$ cat src/rtl/vram_arbiter_if.sv
// Host-side request/response bundle for the VRAM arbiter.
// The host holds req and all fields stable until ack.
interface vram_arbiter_if #(
  parameter int DATA_W = 8
);
  logic              host_req;
  logic              host_we;
  logic [9:0]        host_x;
  logic [9:0]        host_y;
  logic [DATA_W-1:0] host_wdata;
  logic              host_ack;
  logic              host_err;
  logic [DATA_W-1:0] host_rdata;

  modport master (
    output host_req, host_we, host_x, host_y, host_wdata,
    input  host_ack, host_err, host_rdata
  );

  modport slave (
    input  host_req, host_we, host_x, host_y, host_wdata,
    output host_ack, host_err, host_rdata
  );
endinterface

$ cat src/rtl/vram_arbiter.sv
// Single-port VRAM sharing between VGA scan-out and a host port.
// Display owns pixel-enable slots in active video; host issues in any other cycle.
module vram_arbiter #(
  parameter int H_RES  = 640,
  parameter int V_RES  = 480,
  parameter int DATA_W = 8,
  parameter int ADDR_W = 19
) (
  input  logic              clk,
  input  logic              rst_n,
  input  logic              pix_en,
  input  logic [9:0]        hcount,
  input  logic [9:0]        vcount,
  input  logic              blank,
  input  logic              hsync,
  input  logic              vsync,
  output logic [ADDR_W-1:0] ram_addr,
  output logic              ram_we,
  output logic [DATA_W-1:0] ram_wdata,
  input  logic [DATA_W-1:0] ram_rdata,
  vram_arbiter_if.slave     host,
  output logic [DATA_W-1:0] pixel_o,
  output logic              hsync_o,
  output logic              vsync_o,
  output logic              blank_o
);
  typedef enum logic [1:0] {IDLE, WAIT, ACK} state_t;

  localparam logic [ADDR_W-1:0] H_RES_A = ADDR_W'(H_RES);
  localparam logic [9:0]        H_LIM   = 10'(H_RES);
  localparam logic [9:0]        V_LIM   = 10'(V_RES);

  state_t            state, state_nx;
  logic              disp_slot, host_oob, issue;
  logic              err_q, rd_q;
  logic [ADDR_W-1:0] disp_addr, host_addr;
  logic              en_d1, blank_d1, hs_d1, vs_d1;

  assign disp_slot = pix_en & ~blank;
  assign host_oob  = (host.host_x >= H_LIM) | (host.host_y >= V_LIM);
  // Operands widened to ADDR_W before the multiply so the product never truncates.
  assign disp_addr = ADDR_W'(vcount) * H_RES_A + ADDR_W'(hcount);
  assign host_addr = ADDR_W'(host.host_y) * H_RES_A + ADDR_W'(host.host_x);
  assign ram_wdata = host.host_wdata;

  always_ff @(posedge clk or negedge rst_n)
    if (!rst_n) state <= IDLE;
    else        state <= state_nx;

  always_comb begin
    state_nx = state;
    issue    = 1'b0;
    ram_we   = 1'b0;
    ram_addr = disp_slot ? disp_addr : host_addr;
    case (state)
      IDLE: if (host.host_req && !disp_slot) begin
        issue    = 1'b1;
        ram_we   = host.host_we & ~host_oob;
        state_nx = WAIT;
      end
      WAIT:    state_nx = ACK;
      ACK:     state_nx = IDLE;
      default: state_nx = IDLE;
    endcase
  end

  always_ff @(posedge clk or negedge rst_n)
    if (!rst_n) begin
      err_q           <= 1'b0;
      rd_q            <= 1'b0;
      host.host_ack   <= 1'b0;
      host.host_err   <= 1'b0;
      host.host_rdata <= '0;
    end else begin
      if (issue) begin
        err_q <= host_oob;
        rd_q  <= ~host.host_we & ~host_oob;
      end
      host.host_ack <= (state == WAIT);
      host.host_err <= (state == WAIT) & err_q;
      if (state == WAIT && rd_q) host.host_rdata <= ram_rdata;
    end

  // Two-stage alignment: stage 1 tracks the fetch slot, stage 2 lands with RAM data.
  always_ff @(posedge clk or negedge rst_n)
    if (!rst_n) begin
      en_d1    <= 1'b0;
      blank_d1 <= 1'b1;
      hs_d1    <= 1'b1;
      vs_d1    <= 1'b1;
      pixel_o  <= '0;
      blank_o  <= 1'b1;
      hsync_o  <= 1'b1;
      vsync_o  <= 1'b1;
    end else begin
      en_d1    <= pix_en;
      blank_d1 <= blank;
      hs_d1    <= hsync;
      vs_d1    <= vsync;
      blank_o  <= blank_d1;
      hsync_o  <= hs_d1;
      vsync_o  <= vs_d1;
      if (blank_d1)   pixel_o <= '0;
      else if (en_d1) pixel_o <= ram_rdata;
    end
endmodule

$ cat src/flat_wrapper.sv
// flat-port wrapper written by rule: the top's interface ports become plain ports
module vram_arbiter_flat 
#(
  parameter int H_RES  = 640,
  parameter int V_RES  = 480,
  parameter int DATA_W = 8,
  parameter int ADDR_W = 19
)
  (clk, rst_n, pix_en, hcount, vcount, blank, hsync, vsync, ram_addr, ram_we, ram_wdata, ram_rdata, pixel_o, hsync_o, vsync_o, blank_o, host_host_req, host_host_we, host_host_x, host_host_y, host_host_wdata, host_host_ack, host_host_err, host_host_rdata);
  vram_arbiter_if #(.DATA_W(DATA_W)) host_i ();
  input  logic clk;
  input  logic rst_n;
  input  logic pix_en;
  input  logic [9:0] hcount;
  input  logic [9:0] vcount;
  input  logic blank;
  input  logic hsync;
  input  logic vsync;
  output logic [ADDR_W-1:0] ram_addr;
  output logic ram_we;
  output logic [DATA_W-1:0] ram_wdata;
  input  logic [DATA_W-1:0] ram_rdata;
  output logic [DATA_W-1:0] pixel_o;
  output logic hsync_o;
  output logic vsync_o;
  output logic blank_o;
  input wire logic [$bits(host_i.host_req)-1:0] host_host_req;
  input wire logic [$bits(host_i.host_we)-1:0] host_host_we;
  input wire logic [$bits(host_i.host_x)-1:0] host_host_x;
  input wire logic [$bits(host_i.host_y)-1:0] host_host_y;
  input wire logic [$bits(host_i.host_wdata)-1:0] host_host_wdata;
  output wire logic [$bits(host_i.host_ack)-1:0] host_host_ack;
  output wire logic [$bits(host_i.host_err)-1:0] host_host_err;
  output wire logic [$bits(host_i.host_rdata)-1:0] host_host_rdata;
  assign host_i.host_req = host_host_req;
  assign host_i.host_we = host_host_we;
  assign host_i.host_x = host_host_x;
  assign host_i.host_y = host_host_y;
  assign host_i.host_wdata = host_host_wdata;
  assign host_host_ack = host_i.host_ack;
  assign host_host_err = host_i.host_err;
  assign host_host_rdata = host_i.host_rdata;
  vram_arbiter #(.H_RES(H_RES), .V_RES(V_RES), .DATA_W(DATA_W), .ADDR_W(ADDR_W)) u_core (.clk(clk), .rst_n(rst_n), .pix_en(pix_en), .hcount(hcount), .vcount(vcount), .blank(blank), .hsync(hsync), .vsync(vsync), .ram_addr(ram_addr), .ram_we(ram_we), .ram_wdata(ram_wdata), .ram_rdata(ram_rdata), .host(host_i), .pixel_o(pixel_o), .hsync_o(hsync_o), .vsync_o(vsync_o), .blank_o(blank_o));
endmodule
$ cat config.mk
export PLATFORM = sky130hd
export DESIGN_NAME = vram_arbiter_flat
export DESIGN_NICKNAME = d
export VERILOG_FILES = /design/src/rtl/vram_arbiter_if.sv /design/src/rtl/vram_arbiter.sv /design/src/flat_wrapper.sv
export SDC_FILE = /design/constraint.sdc
export NUM_CORES = 1
export LEC_CHECK = 0
export CORE_MARGIN = 5
export CORE_UTILIZATION = 47
export CTS_CLUSTER_DIAMETER = 30
export CTS_CLUSTER_SIZE = 40
export DETAILED_ROUTE_END_ITERATION = 16
export GPL_ROUTABILITY_DRIVEN = 0
export HOLD_SLACK_MARGIN = 0.05
export PLACE_DENSITY_LB_ADDON = 0.1
export SYNTH_ARGS = -nofsm -noshare
export SYNTH_HDL_FRONTEND = slang
export SYNTH_SLANG_ARGS = --single-unit
$ cat constraint.sdc
create_clock -name clk -period 6.7 [get_ports clk]
set_input_delay 1.005 -clock clk [delete_from_list [all_inputs] [get_ports clk]]
set_output_delay 1.005 -clock clk [all_outputs]
set_load 0.1 [all_outputs]
# Yosys cells after proc, flatten, opt, wreduce, memory -nomap -nowiden
# Index checks and enable logic that the tools add are counted.
# word_totals
word_cells,44
regBits,29
out_inout_bits,49
in_bits,64
# classes
mux,9
n_eq_ne,2
bitwise_logic,8
n_addsub,2
magnitude_cmp,2
n_reduce_logical,5
mul,2
# ops
op,n
$add A19 B10 Y19,2
$mul A10 B3 Y12 const B,2
$mux W19,1
$mux W8,2
$ge A10 B10 Y1 const B,1
$ge A10 B9 Y1 const B,1
$and A1 B1 Y1,4
$mux W1,4
$pmux W2 S2,1
$not A1 Y1,3
$eq A2 B1 Y1 const B,1
$logic_and A1 B1 Y1,2
$logic_not A2 Y1,1
$mux W2,1
$ne A2 B1 Y1 const B,1
$reduce_bool A2 Y1,1
$logic_not A1 Y1,1
$or A1 B1 Y1,1

# Depth between registers and ports, before layout
# depth
word_depth,6
depth_mapped,10
mapped_depth_nobuf,10

# Worst setup path before layout
# No wires, ideal clock.
# synth_timing
path_type,input -> output
startpoint,in host_host_y[1]
endpoint,out ram_addr[14]
t_arrival_ns,4.762
cell_stages,8
setup_slack_ns,0.933
t_required_ns,5.695
path_cell_list,ha_1 ha_1 fa_1 a211oi_1 nor2_1 xnor2_1 xor2_1 o21ai_0
# synth_via
elab_chain_len,3
# synth_rtl
element,line_no,text
"start, declared",flat_wrapper.sv:30,input wire logic [$bits(host_i.host_y)-1:0] host_host_y;
$mul A10 B3 Y12,vram_arbiter.sv:43,assign host_addr = ADDR_W'(host.host_y) * H_RES_A + ADDR_W'(host.host_x);
$add A19 B10 Y19,vram_arbiter.sv:43,
$mux W19,vram_arbiter.sv:54,ram_addr = disp_slot ? disp_addr : host_addr;
"end, declared",flat_wrapper.sv:19,output logic [ADDR_W-1:0] ram_addr;
# Every way passes these cells.

# Final worst setup path
# layout_timing
startpoint,in vcount[1]
endpoint,out ram_addr[13]
# layout_via
elab_chain_len,3
# layout_rtl
element,line_no,text
"start, declared",flat_wrapper.sv:15,input logic [9:0] vcount;
$mul A10 B3 Y12,vram_arbiter.sv:42,assign disp_addr = ADDR_W'(vcount) * H_RES_A + ADDR_W'(hcount);
$add A19 B10 Y19,vram_arbiter.sv:42,
$mux W19,vram_arbiter.sv:54,
# Every way passes these cells.

==> run metrics <==
status completed; residual DRC count 0; Die W 85.4 um; worst clock skew 2.03 ps; n_diodes 0; Clock Latency Late Sink 270 ps; async set-reset flop share out of synthesis 1.00; remaining antenna violation count 0; Slew HR 0.330; HPWL after DPL 5090 um; H-tree depth 2; initial antenna violation count 0; P_leak 1.66 nW; Most used DFF post-synth dfrtp_1; max incr delay on CP 1180 ps; share of cells above drive strength 1 0.126; DIE AREA 7290 um^2; IR drop worst, VDD 0.000314 V; Critical Path Sink Type output pin; Cells after DPL 428; cells after synthesis 271; Worst setup SP type input port; setup total negative slack 0 ps; number of synthesized register bits 29; top-area cell type share of the netlist area 0.216; final hold violations 0; Slowest-stage cell, CP clkdlybuf4s50_1; Setup violations, final 0; top cells by area, synth dfrtp_1 22%, ha_1 18%, mux2_2 6.7%, xnor2_1 6.6%, dfstp_2 5.9%; Clock Path Buffers 2; largest net degree at the start of global routing 30; Port Buf Inserts 96; Slew Viols, Final 0; WP data required 5690 ps; total of max-cap violations 0; final WL 5970 um; Hold WC Path Type register to register; crit-path cells clkdlybuf4s50_1 > ha_1 > ha_1 > fa_1 > xor2_1 > o2111ai_1 > xnor2_1 > nand2_1 > o21ai_0 > clkdlybuf4s50_1; I/O pin total 113; cts bufs inserted 5; global-route wire length before repair 10300 um; Distinct cells, synth 46; Post-synth EDFFs 0; Setup CP Type input port to output pin; unrepaired setup endpoints after global routing false; clk slew on worst S/H paths 60 ps; Iter 0 DRT Violations 36; Max Clk Rate 183 MHz; Crit path arrival time 4460 ps; cell area power density 302 nW/um^2; cts repair resizes 0; Hold Buf Count CTS 0; nets 469; gr ovfl total 0; Initial Utilization 0.485; Mapped Nets 377; vias in the first global route 2362; cell accounting for the most synthesized area dfrtp_1; multi-input logic area 1820 um^2; Worst Tran Pin Value 1000 ps; sequential-to-total area share from yosys stat 0.275; Sink Count 29; CTS tree yes; layout filler cell count 469; total area of sequential cells 733 um^2; Synthesis Warnings 0; area grow syn2layout 40.4%; period utilisation layout 0.815; syn_area_per_cell 9.85 um^2; Tmin final 5460 ps; Routed WL per cell 13.7 um; drt first pass iters 4; vias 2285; Post-CTS Setup Inserts 0; CTS Root Buffer Type clkbuf_8; Die H 85.4 um; core area 5510 um^2; Via density 5.24; synthesized cell area 2670 um^2; crit path max fanout 3; GRT Total Usage 0.171; Final Non-Filler Cells 436; number of core rows 27
[per-layer routing]
layer | track usage | up-vias | share of wire
li1 | - | 1151 | -
met1 | 0.193 | 1058 | 0.42
met2 | 0.310 | 74 | 0.48
met3 | 0.0553 | 2 | 0.089
met4 | 0.0417 | 0 | 0.0045
met5 | 0 | - | 0
[per-stage QoR]
| step | util | hold slack [ps] | cell area, um^2 | total power [mW] | setup WS (ps) |
|---|---|---|---|---|---|
| 5_1_grt | 0.681 | 367 | 3750 | 1.19 | 976 |
| 3_5_place_dp | 0.662 | 348 | 3650 | 0.986 | 1260 |
| 6_report | 0.681 | 355 | 3750 | 1.13 | 1240 |
| 2_1_floorplan | - | 345 | 2670 | 0.828 | 933 |
| 3_3_place_gp | 0.662 | 346 | 3650 | 0.981 | 1300 |
| 4_1_cts | 0.681 | 357 | 3750 | 1.14 | 1220 |
[final timing paths]
kind	startpoint	to	slack, ps	cells after the start
max reg2reg	u_core.state[1]$_DFFE_PN0P_	u_core.err_q$_DFFE_PN0P_	5190	3
min in group asynchronous	rst_n	u_core.host.host_err$_DFF_PN0_	1110	2
max	vcount[1]	ram_addr[13]	1240	10
min	u_core.hs_d1$_DFF_PN1_	u_core.hsync_o$_DFF_PN1_	350	0
max in group asynchronous	rst_n	u_core.blank_d1$_DFF_PN1_	5290	2
min reg2reg	u_core.hs_d1$_DFF_PN1_	u_core.hsync_o$_DFF_PN1_	350	0
[critical path, delay by kind of cell]
kind / cells / cell delay, ps
buffers and inverters: 2 / 1630
adders and majority gates: 3 / 940
xor gates and xnor gates: 2 / 470
and+or+nand+nor: 1 / 60
AOI/OAI and AO/OA: 2 / 360
[layout make-up]
class,count,share of cell area
multi-input combinational,219,0.486
sequential,29,0.196
tap,72,0.0240
timing repair buffer,98,0.257
clock buffer,7,0.0257
inverter,10,0.0100
clock inverter,1,0.00134
[report_power, final]
part           total, mW  internal (mW)  leakage (nW)  switching, mW
Clock              0.151         0.0925        0.0542         0.0589
Sequential         0.226          0.211         0.351         0.0157
Combinational      0.753          0.218          1.25          0.535
Total               1.13          0.522          1.66          0.609
[state kept, by name, indices dropped and copies added (netlist names)]
register                count
u_core.blank_o              1
u_core.hsync_o              1
u_core.hs_d1                1
u_core.vs_d1                1
u_core.err_q                1
u_core.host.host_ack        1
u_core.host.host_rdata      8
u_core.rd_q                 1
u_core.vsync_o              1
u_core.pixel_o              8
u_core.blank_d1             1
u_core.en_d1                1
u_core.host.host_err        1
u_core.state                2
[synthesized netlist by cell type, types with 5 or more instances]
master,count
ha_1,38
nor2_1,28
dfrtp_1,23
xnor2_1,20
mux2_2,16
a21oi_1,15
o21ai_0,12
mux2i_1,11
inv_1,10
xor2_1,10
nand2_1,9
buf_4,8
a21o_1,6
dfstp_2,6
nor2b_1,6
nand3_1,5
[logic make-up (layout without fill, tap and decap cells)]
kind of cell | Yosys count | after routing | synth area share
flip-flops | 29 | 29 | 0.275
multiplexers | 27 | 27 | 0.109
adder cells (fa/ha/maj) | 42 | 42 | 0.208
buffers and inverters | 23 | 116 | 0.0436
AO/OA/AOI/OAI | 51 | 51 | 0.130
XOR/XNOR | 31 | 31 | 0.104
AND/OR/NAND/NOR | 68 | 68 | 0.131
[cell usage in the layout (no fill, tap or decap), types with 2 or more instances in the layout]
cell	n
a211oi_1	2
nand2_1	9
nand4_1	2
o211a_1	2
ha_1	38
clkbuf_8	7
o21ai_0	12
inv_1	10
mux2_2	16
nor3_1	2
fa_1	4
xnor2_1	20
mux2i_1	11
a21o_1	6
xor2_1	10
and3_1	3
o21a_1	3
nor2b_1	5
or3_1	2
clkdlybuf4s50_1	91
nand3_1	5
nor3b_1	2
buf_4	7
dfrtp_1	23
dfstp_2	6
o21bai_1	2
nor2_1	28
a21oi_1	15
nor4b_1	2
Power figures use the tool's default switching activity.
